## src/rtl/uart_pkg.sv

```systemverilog
// Shared types and helpers for the UART receive path.
// Latency: none (types and pure functions only).
// Backpressure: not applicable.
package uart_pkg;

    typedef enum logic [2:0] {
        RX_IDLE,
        RX_START,
        RX_DATA,
        RX_PARITY,
        RX_STOP
    } rx_state_t;

    localparam logic [1:0] WLS_5 = 2'b00;
    localparam logic [1:0] WLS_6 = 2'b01;
    localparam logic [1:0] WLS_7 = 2'b10;
    localparam logic [1:0] WLS_8 = 2'b11;

    // Word length select code to number of data bits.
    function automatic logic [3:0] wls_to_bits(input logic [1:0] wls);
        logic [3:0] n;
        case (wls)
            WLS_5:   n = 4'd5;
            WLS_6:   n = 4'd6;
            WLS_7:   n = 4'd7;
            WLS_8:   n = 4'd8;
            default: n = 4'd8;
        endcase
        return n;
    endfunction

    // Parity mismatch: even parity (eps=1) wants an even count of ones
    // across data+parity, odd parity (eps=0) wants an odd count.
    function automatic logic parity_calc(input logic data_xor,
                                         input logic par_bit,
                                         input logic eps);
        return data_xor ^ par_bit ^ ~eps;
    endfunction

endpackage

```

## src/rtl/uart_rx_voter.sv

```systemverilog
// Synchronizes rxd, detects its falling edge and majority-votes each bit.
// Latency: SYNC_STAGES cycles rxd->rxd_sync; bit decision combinational on sample_edge.
// Backpressure: none; strobes from the edge generator are consumed as they arrive.
module uart_rx_voter #(
    parameter int SYNC_STAGES = 2
) (
    input  logic pclk,
    input  logic preset,
    input  logic rxd,
    input  logic voting_edge,
    input  logic sample_edge,
    output logic rxd_sync,
    output logic rxd_fall,
    output logic bit_val,
    output logic bit_strobe
);

    logic [SYNC_STAGES-1:0] sync_q;
    logic                   prev_q;
    logic [1:0]             votes_q;
    logic [1:0]             votes_d;

    assign rxd_sync   = sync_q[SYNC_STAGES-1];
    assign rxd_fall   = prev_q & ~rxd_sync;
    assign bit_strobe = sample_edge;
    // Two or three of the three votes high means the bit is 1.
    assign bit_val    = votes_q[1];

    // Vote accumulator: sample_edge clears it and takes priority over a vote.
    always_comb begin
        votes_d = votes_q;
        if (sample_edge) begin
            votes_d = 2'd0;
        end else if (voting_edge) begin
            votes_d = votes_q + {1'b0, rxd_sync};
        end
    end

    // Synchronizer chain, edge-detect history and vote register.
    always_ff @(posedge pclk) begin
        if (preset) begin
            sync_q  <= '1;
            prev_q  <= 1'b1;
            votes_q <= 2'd0;
        end else begin
            sync_q  <= {sync_q[SYNC_STAGES-2:0], rxd};
            prev_q  <= rxd_sync;
            votes_q <= votes_d;
        end
    end

endmodule

```

## src/rtl/uart_rx_deframer.sv

```systemverilog
// Turns voted serial bits into parallel characters with parity/framing/break status.
// Latency: rx_valid one cycle after the stop-bit sample_edge.
// Backpressure: none; rx_valid is a single-cycle pulse the consumer must accept.
module uart_rx_deframer
    import uart_pkg::*;
#(
    parameter int SYNC_STAGES = 2,
    parameter int DATA_WIDTH  = 8
) (
    input  logic                  pclk,
    input  logic                  preset,
    input  logic                  rxd,
    input  logic                  voting_edge,
    input  logic                  sample_edge,
    input  logic [1:0]            wls,
    input  logic                  pen,
    input  logic                  eps,
    output logic                  sample_clk_clr,
    output logic [DATA_WIDTH-1:0] rx_data,
    output logic                  rx_valid,
    output logic                  parity_err,
    output logic                  framing_err,
    output logic                  break_err,
    output logic                  rx_busy
);

    localparam int CNT_W = $clog2(DATA_WIDTH);

    logic rxd_sync;
    logic rxd_fall;
    logic bit_val;
    logic bit_strobe;

    rx_state_t             state_q, state_d;
    logic [CNT_W-1:0]      bit_cnt_q, bit_cnt_d;
    logic [DATA_WIDTH-1:0] shift_q, shift_d;
    logic [3:0]            nbits_q, nbits_d;
    logic                  pen_q, pen_d;
    logic                  eps_q, eps_d;
    logic                  par_q, par_d;
    logic                  clr_q, clr_d;
    logic [DATA_WIDTH-1:0] rx_data_q, rx_data_d;
    logic                  rx_valid_q, rx_valid_d;
    logic                  perr_q, perr_d;
    logic                  ferr_q, ferr_d;
    logic                  berr_q, berr_d;

    uart_rx_voter #(
        .SYNC_STAGES(SYNC_STAGES)
    ) u_voter (
        .pclk       (pclk),
        .preset     (preset),
        .rxd        (rxd),
        .voting_edge(voting_edge),
        .sample_edge(sample_edge),
        .rxd_sync   (rxd_sync),
        .rxd_fall   (rxd_fall),
        .bit_val    (bit_val),
        .bit_strobe (bit_strobe)
    );

    assign sample_clk_clr = clr_q;
    assign rx_data        = rx_data_q;
    assign rx_valid       = rx_valid_q;
    assign parity_err     = perr_q;
    assign framing_err    = ferr_q;
    assign break_err      = berr_q;
    assign rx_busy        = (state_q != RX_IDLE);

    // Frame FSM next-state, data assembly and end-of-frame status.
    always_comb begin
        state_d    = state_q;
        bit_cnt_d  = bit_cnt_q;
        shift_d    = shift_q;
        nbits_d    = nbits_q;
        pen_d      = pen_q;
        eps_d      = eps_q;
        par_d      = par_q;
        rx_data_d  = rx_data_q;
        rx_valid_d = 1'b0;
        perr_d     = perr_q;
        ferr_d     = ferr_q;
        berr_d     = berr_q;

        case (state_q)
            RX_IDLE: begin
                // A fall always leaves the synced line low; both are checked
                // so entry is tied to the level the voter will start from.
                if (rxd_fall && !rxd_sync) begin
                    state_d = RX_START;
                end
            end
            RX_START: begin
                if (bit_strobe) begin
                    if (bit_val) begin
                        state_d = RX_IDLE;
                    end else begin
                        // Frame format is frozen here for the whole character.
                        state_d   = RX_DATA;
                        bit_cnt_d = '0;
                        shift_d   = '0;
                        nbits_d   = wls_to_bits(wls);
                        pen_d     = pen;
                        eps_d     = eps;
                        par_d     = 1'b0;
                    end
                end
            end
            RX_DATA: begin
                if (bit_strobe) begin
                    shift_d[bit_cnt_q] = bit_val;
                    bit_cnt_d          = bit_cnt_q + 1'b1;
                    if (int'(bit_cnt_q) == int'(nbits_q) - 1) begin
                        state_d = pen_q ? RX_PARITY : RX_STOP;
                    end
                end
            end
            RX_PARITY: begin
                if (bit_strobe) begin
                    par_d   = bit_val;
                    state_d = RX_STOP;
                end
            end
            RX_STOP: begin
                if (bit_strobe) begin
                    state_d    = RX_IDLE;
                    rx_valid_d = 1'b1;
                    rx_data_d  = shift_q;
                    ferr_d     = ~bit_val;
                    berr_d     = (shift_q == '0) & ~(pen_q & par_q) & ~bit_val;
                    // A break is not a character, so parity is not reported on it.
                    perr_d     = pen_q & parity_calc(^shift_q, par_q, eps_q) & ~berr_d;
                end
            end
            default: begin
                state_d = RX_IDLE;
            end
        endcase

        // Edge generator counter is held whenever the FSM is (or returns to) idle.
        clr_d = (state_d == RX_IDLE);
    end

    // State and output registers.
    always_ff @(posedge pclk) begin
        if (preset) begin
            state_q    <= RX_IDLE;
            bit_cnt_q  <= '0;
            shift_q    <= '0;
            nbits_q    <= 4'd0;
            pen_q      <= 1'b0;
            eps_q      <= 1'b0;
            par_q      <= 1'b0;
            clr_q      <= 1'b1;
            rx_data_q  <= '0;
            rx_valid_q <= 1'b0;
            perr_q     <= 1'b0;
            ferr_q     <= 1'b0;
            berr_q     <= 1'b0;
        end else begin
            state_q    <= state_d;
            bit_cnt_q  <= bit_cnt_d;
            shift_q    <= shift_d;
            nbits_q    <= nbits_d;
            pen_q      <= pen_d;
            eps_q      <= eps_d;
            par_q      <= par_d;
            clr_q      <= clr_d;
            rx_data_q  <= rx_data_d;
            rx_valid_q <= rx_valid_d;
            perr_q     <= perr_d;
            ferr_q     <= ferr_d;
            berr_q     <= berr_d;
        end
    end

endmodule

```

## config.mk

```make
export PLATFORM = sky130hd
export DESIGN_NAME = uart_rx_deframer
export DESIGN_NICKNAME = d
export VERILOG_FILES = /design/src/rtl/uart_pkg.sv /design/src/rtl/uart_rx_voter.sv /design/src/rtl/uart_rx_deframer.sv
export SDC_FILE = /design/constraint.sdc
export NUM_CORES = 1
export LEC_CHECK = 0
export CAP_MARGIN = 20
export CORE_ASPECT_RATIO = 1.25
export CORE_MARGIN = 5
export CORE_UTILIZATION = 35
export CTS_CLUSTER_SIZE = 20
export DETAILED_ROUTE_END_ITERATION = 12
export REMOVE_ABC_BUFFERS = 1
export SYNTH_ARGS = -nofsm -noshare
export SYNTH_HDL_FRONTEND = slang
export SYNTH_SLANG_ARGS = --single-unit
```

## constraint.sdc

```tcl
create_clock -name pclk -period 1.9 [get_ports pclk]
set_input_delay 0.285 -clock pclk [delete_from_list [all_inputs] [get_ports pclk]]
set_output_delay 0.285 -clock pclk [all_outputs]
set_load 0.005 [all_outputs]
```

==> flow_metrics.tcl <==
set metrics [dict create \
    status "complete, no violations" \
    core_mm2 0.00544 \
    track_usage 0.122 \
    die_y_um 93.5 \
    synth_top_family_by_area "simple AND/OR/NAND/NOR gates" \
    nets 283 \
    antenna_found_initial 0 \
    seq_area_frac_synth 0.400 \
    crit_path_cell_trace "buf_4 -> or3_1 -> dlygate4sd2_1" \
    syn_avg_cell_area_um2 8.52 \
    rrSetupSlack_ps 200 \
    place_inst 320 \
    p_clk_frac 0.362 \
    ios 23 \
    p_sw_frac 0.232 \
    drt_iter0_drc 75 \
    rsz0062_at_grt "no" \
    worstPathArrival_ps 1420 \
    final_cell_mix "nand2_1 (42), dfxtp_1 (39), clkdlybuf4s50_1 (21), a21oi_1 (19)" \
    utilization 0.441 \
    place_area_mm2 0.00232 \
    num_vias 1628 \
    drt-total-wl_mm 4.14 \
    slew_headroom 0.592 \
    setup_viol 0 \
    rows 30 \
    worstSetupStartpointType "flip-flop" \
    start_util 0.359 \
    drc 0 \
    rr_startpoint "nbits_q[0]" \
    grt_pass1_vias 1536 \
    cp-startpoint "state_q[0]" \
    gp_congestion 0.807 \
    fin_crit_sh 0.898 \
    cts_made_buffers 5 \
    grt_pass1_wl_mm 7.13 \
    die_w_um 76.8 \
    worst_pin_slew_ps 596 \
    synthMuxAreaShare 0.0365 \
    power.total_uw 1490 \
    maxSlewViolCount 0 \
    slowest_stage "dfxtp_1" \
    worstHoldPathType "flip-flop to flip-flop" \
    synth_edf_count 0 \
    hold_viol_final 0 \
    diodes 0 \
    final_common_cell "nand2_1" \
    via_per_inst 4.96 \
    synth_xor_area_frac 0.0449 \
    synth_compound_area_frac 0.143 \
    cts_hold_buffers 0 \
    critPathCaptureType "output pin" \
    finClkSkew_ps 6.12 \
    clkTransAtPathRegs_ps 70 \
    async_flop_share 0 \
    tritoncts "built" \
    htreeDepth 2 \
    crit_path_max_incr_delay_ps 340 \
    p_int_uw 1140 \
    crit_family "buffers and inverters" \
    syn-cell-area_mm2 0.00195 \
    cp_num_buf_inv 2 \
    clkLatencyLatePin_ps 290 \
    clkSinkCount 39 \
    p_sw_uw 346 \
    grt_overflow 0 \
    p_seq_frac 0.561 \
    p_leak_uw 0.000890 \
    yosys_warnings 0 \
    max_cap_violations 0 \
    grt_max_degree 16 \
    die-area_mm2 0.00718 \
    clockRootBuffer "clkbuf_8" \
    dp_hpwl_mm 3.20 \
    synthFlopType "dfxtp_1" \
    ir_drop_v 0.000205 \
    combPwrFrac 0.077 \
    drt_pass1_iterations 4 \
    synthSimpleGateAreaFrac 0.242 \
    portBuffers 22 \
    p_per_area_mw_per_mm2 620 \
    max_clock_freq_mhz 586 \
    hold_path.startpoint "u_voter.sync_q[0]" \
    crit_fanout 15 \
    area_growth_pct 22.9 \
    layout.cells.non_filler 328 \
    ys_types 45 \
    tns_ps 0 \
    wl_per_cell_um 12.6 \
    final_antenna_net_count 0 \
    worstSetupPathType "flip-flop to output pin" \
    netlist_instances 229 \
    ys_ff_latch 39 \
    clk_path_buf_depth 2 \
    synth_fa_ha_area_frac 0.0705 \
    crit_required_ps 1620 \
    drive_above_1_share 0.129 \
    timing.final.crit_period_ps 1710 \
    design_area_mm2 0.00240 \
]
-- synth_stat cells, drive strengths merged, types with 5 or more instances --
| cell | number | area share |
|---|---|---|
| a21oi | 19 | 0.049 |
| nand2 | 42 | 0.081 |
| nor3b | 5 | 0.019 |
| buf | 5 | 0.017 |
| mux2i | 6 | 0.031 |
| inv | 17 | 0.033 |
| clkbuf | 7 | 0.013 |
| nor2 | 9 | 0.019 |
| xnor2 | 8 | 0.036 |
| nor3 | 8 | 0.023 |
| ha | 11 | 0.071 |
| dfxtp | 39 | 0.40 |
-- sequential cells by signal, summed over array words and instances (netlist names) --
| name | count |
|---|---|
| sample_clk_clr | 1 |
| rx_data | 8 |
| nbits_q | 4 |
| u_voter.votes_q | 2 |
| pen_q | 1 |
| rx_valid | 1 |
| par_q | 1 |
| u_voter.prev_q | 1 |
| state_q | 3 |
| shift_q | 8 |
| eps_q | 1 |
| parity_err | 1 |
| u_voter.sync_q | 2 |
| break_err | 1 |
| framing_err | 1 |
| bit_cnt_q | 3 |
-- power by group through the flow --
| stage | sequential (uW) | clock [uW] | combinational (uW) |
|---|---|---|---|
| finish | 834 | 539 | 115 |
| global route | 835 | 601 | 128 |
| CTS | 834 | 566 | 116 |
| detailed placement | 853 | 0 | 116 |
| global placement | 853 | 0 | 115 |
| floorplan | 854 | 0 | 48.6 |
-- worst paths after layout --
| path | to | cells past startpoint |
|---|---|---|
| hold reg to reg | u_voter.sync_q[1] | 1 |
| hold / removal | u_voter.sync_q[1] | 1 |
| setup / recovery | rx_busy | 3 |
| setup reg to reg | state_q[1] | 6 |
-- through the flow --
stage | setup slack [ps] | hold slack, ps
floorplan | 248 | 354
global placement | 82.4 | 392
detailed placement | 39.9 | 398
CTS | 176 | 415
global route | 33.7 | 434
finish | 194 | 412
-- metal layers --
layer | part of all wire | track usage | up-vias
li1 | - | - | 850
met1 | 0.48 | 0.148 | 748
met2 | 0.48 | 0.205 | 25
met3 | 0.029 | 0.0289 | 5
met4 | 0.016 | 0.0525 | 0
met5 | 0 | 0 | -
-- kinds of logic after synthesis --
family,count (synthesis)
buf+inv,29
compound gates,42
simple gates,91
flops,39
fa+ha+maj,11
mux,7
xor+xnor,10
-- area by class of cell --
cell class / instances / area (um^2)
Timing Repair Buffer: 39 / 347
Sequential cell: 39 / 781
Clock buffer: 7 / 76.3
Tap cell: 64 / 80.1
Inverter: 17 / 63.8
Multi-Input combinational cell: 161 / 1050
Clock inverter: 1 / 5.00
Fill cell: 543 / 3040
-- repair_timing --
action,CTS,global route
hold endpoints to repair,0,0
endpoints found under the setup margin,1,0
resized for setup,1,0
setup buffers,0,0
No activity file was read; power rests on OpenSTA's default activity.
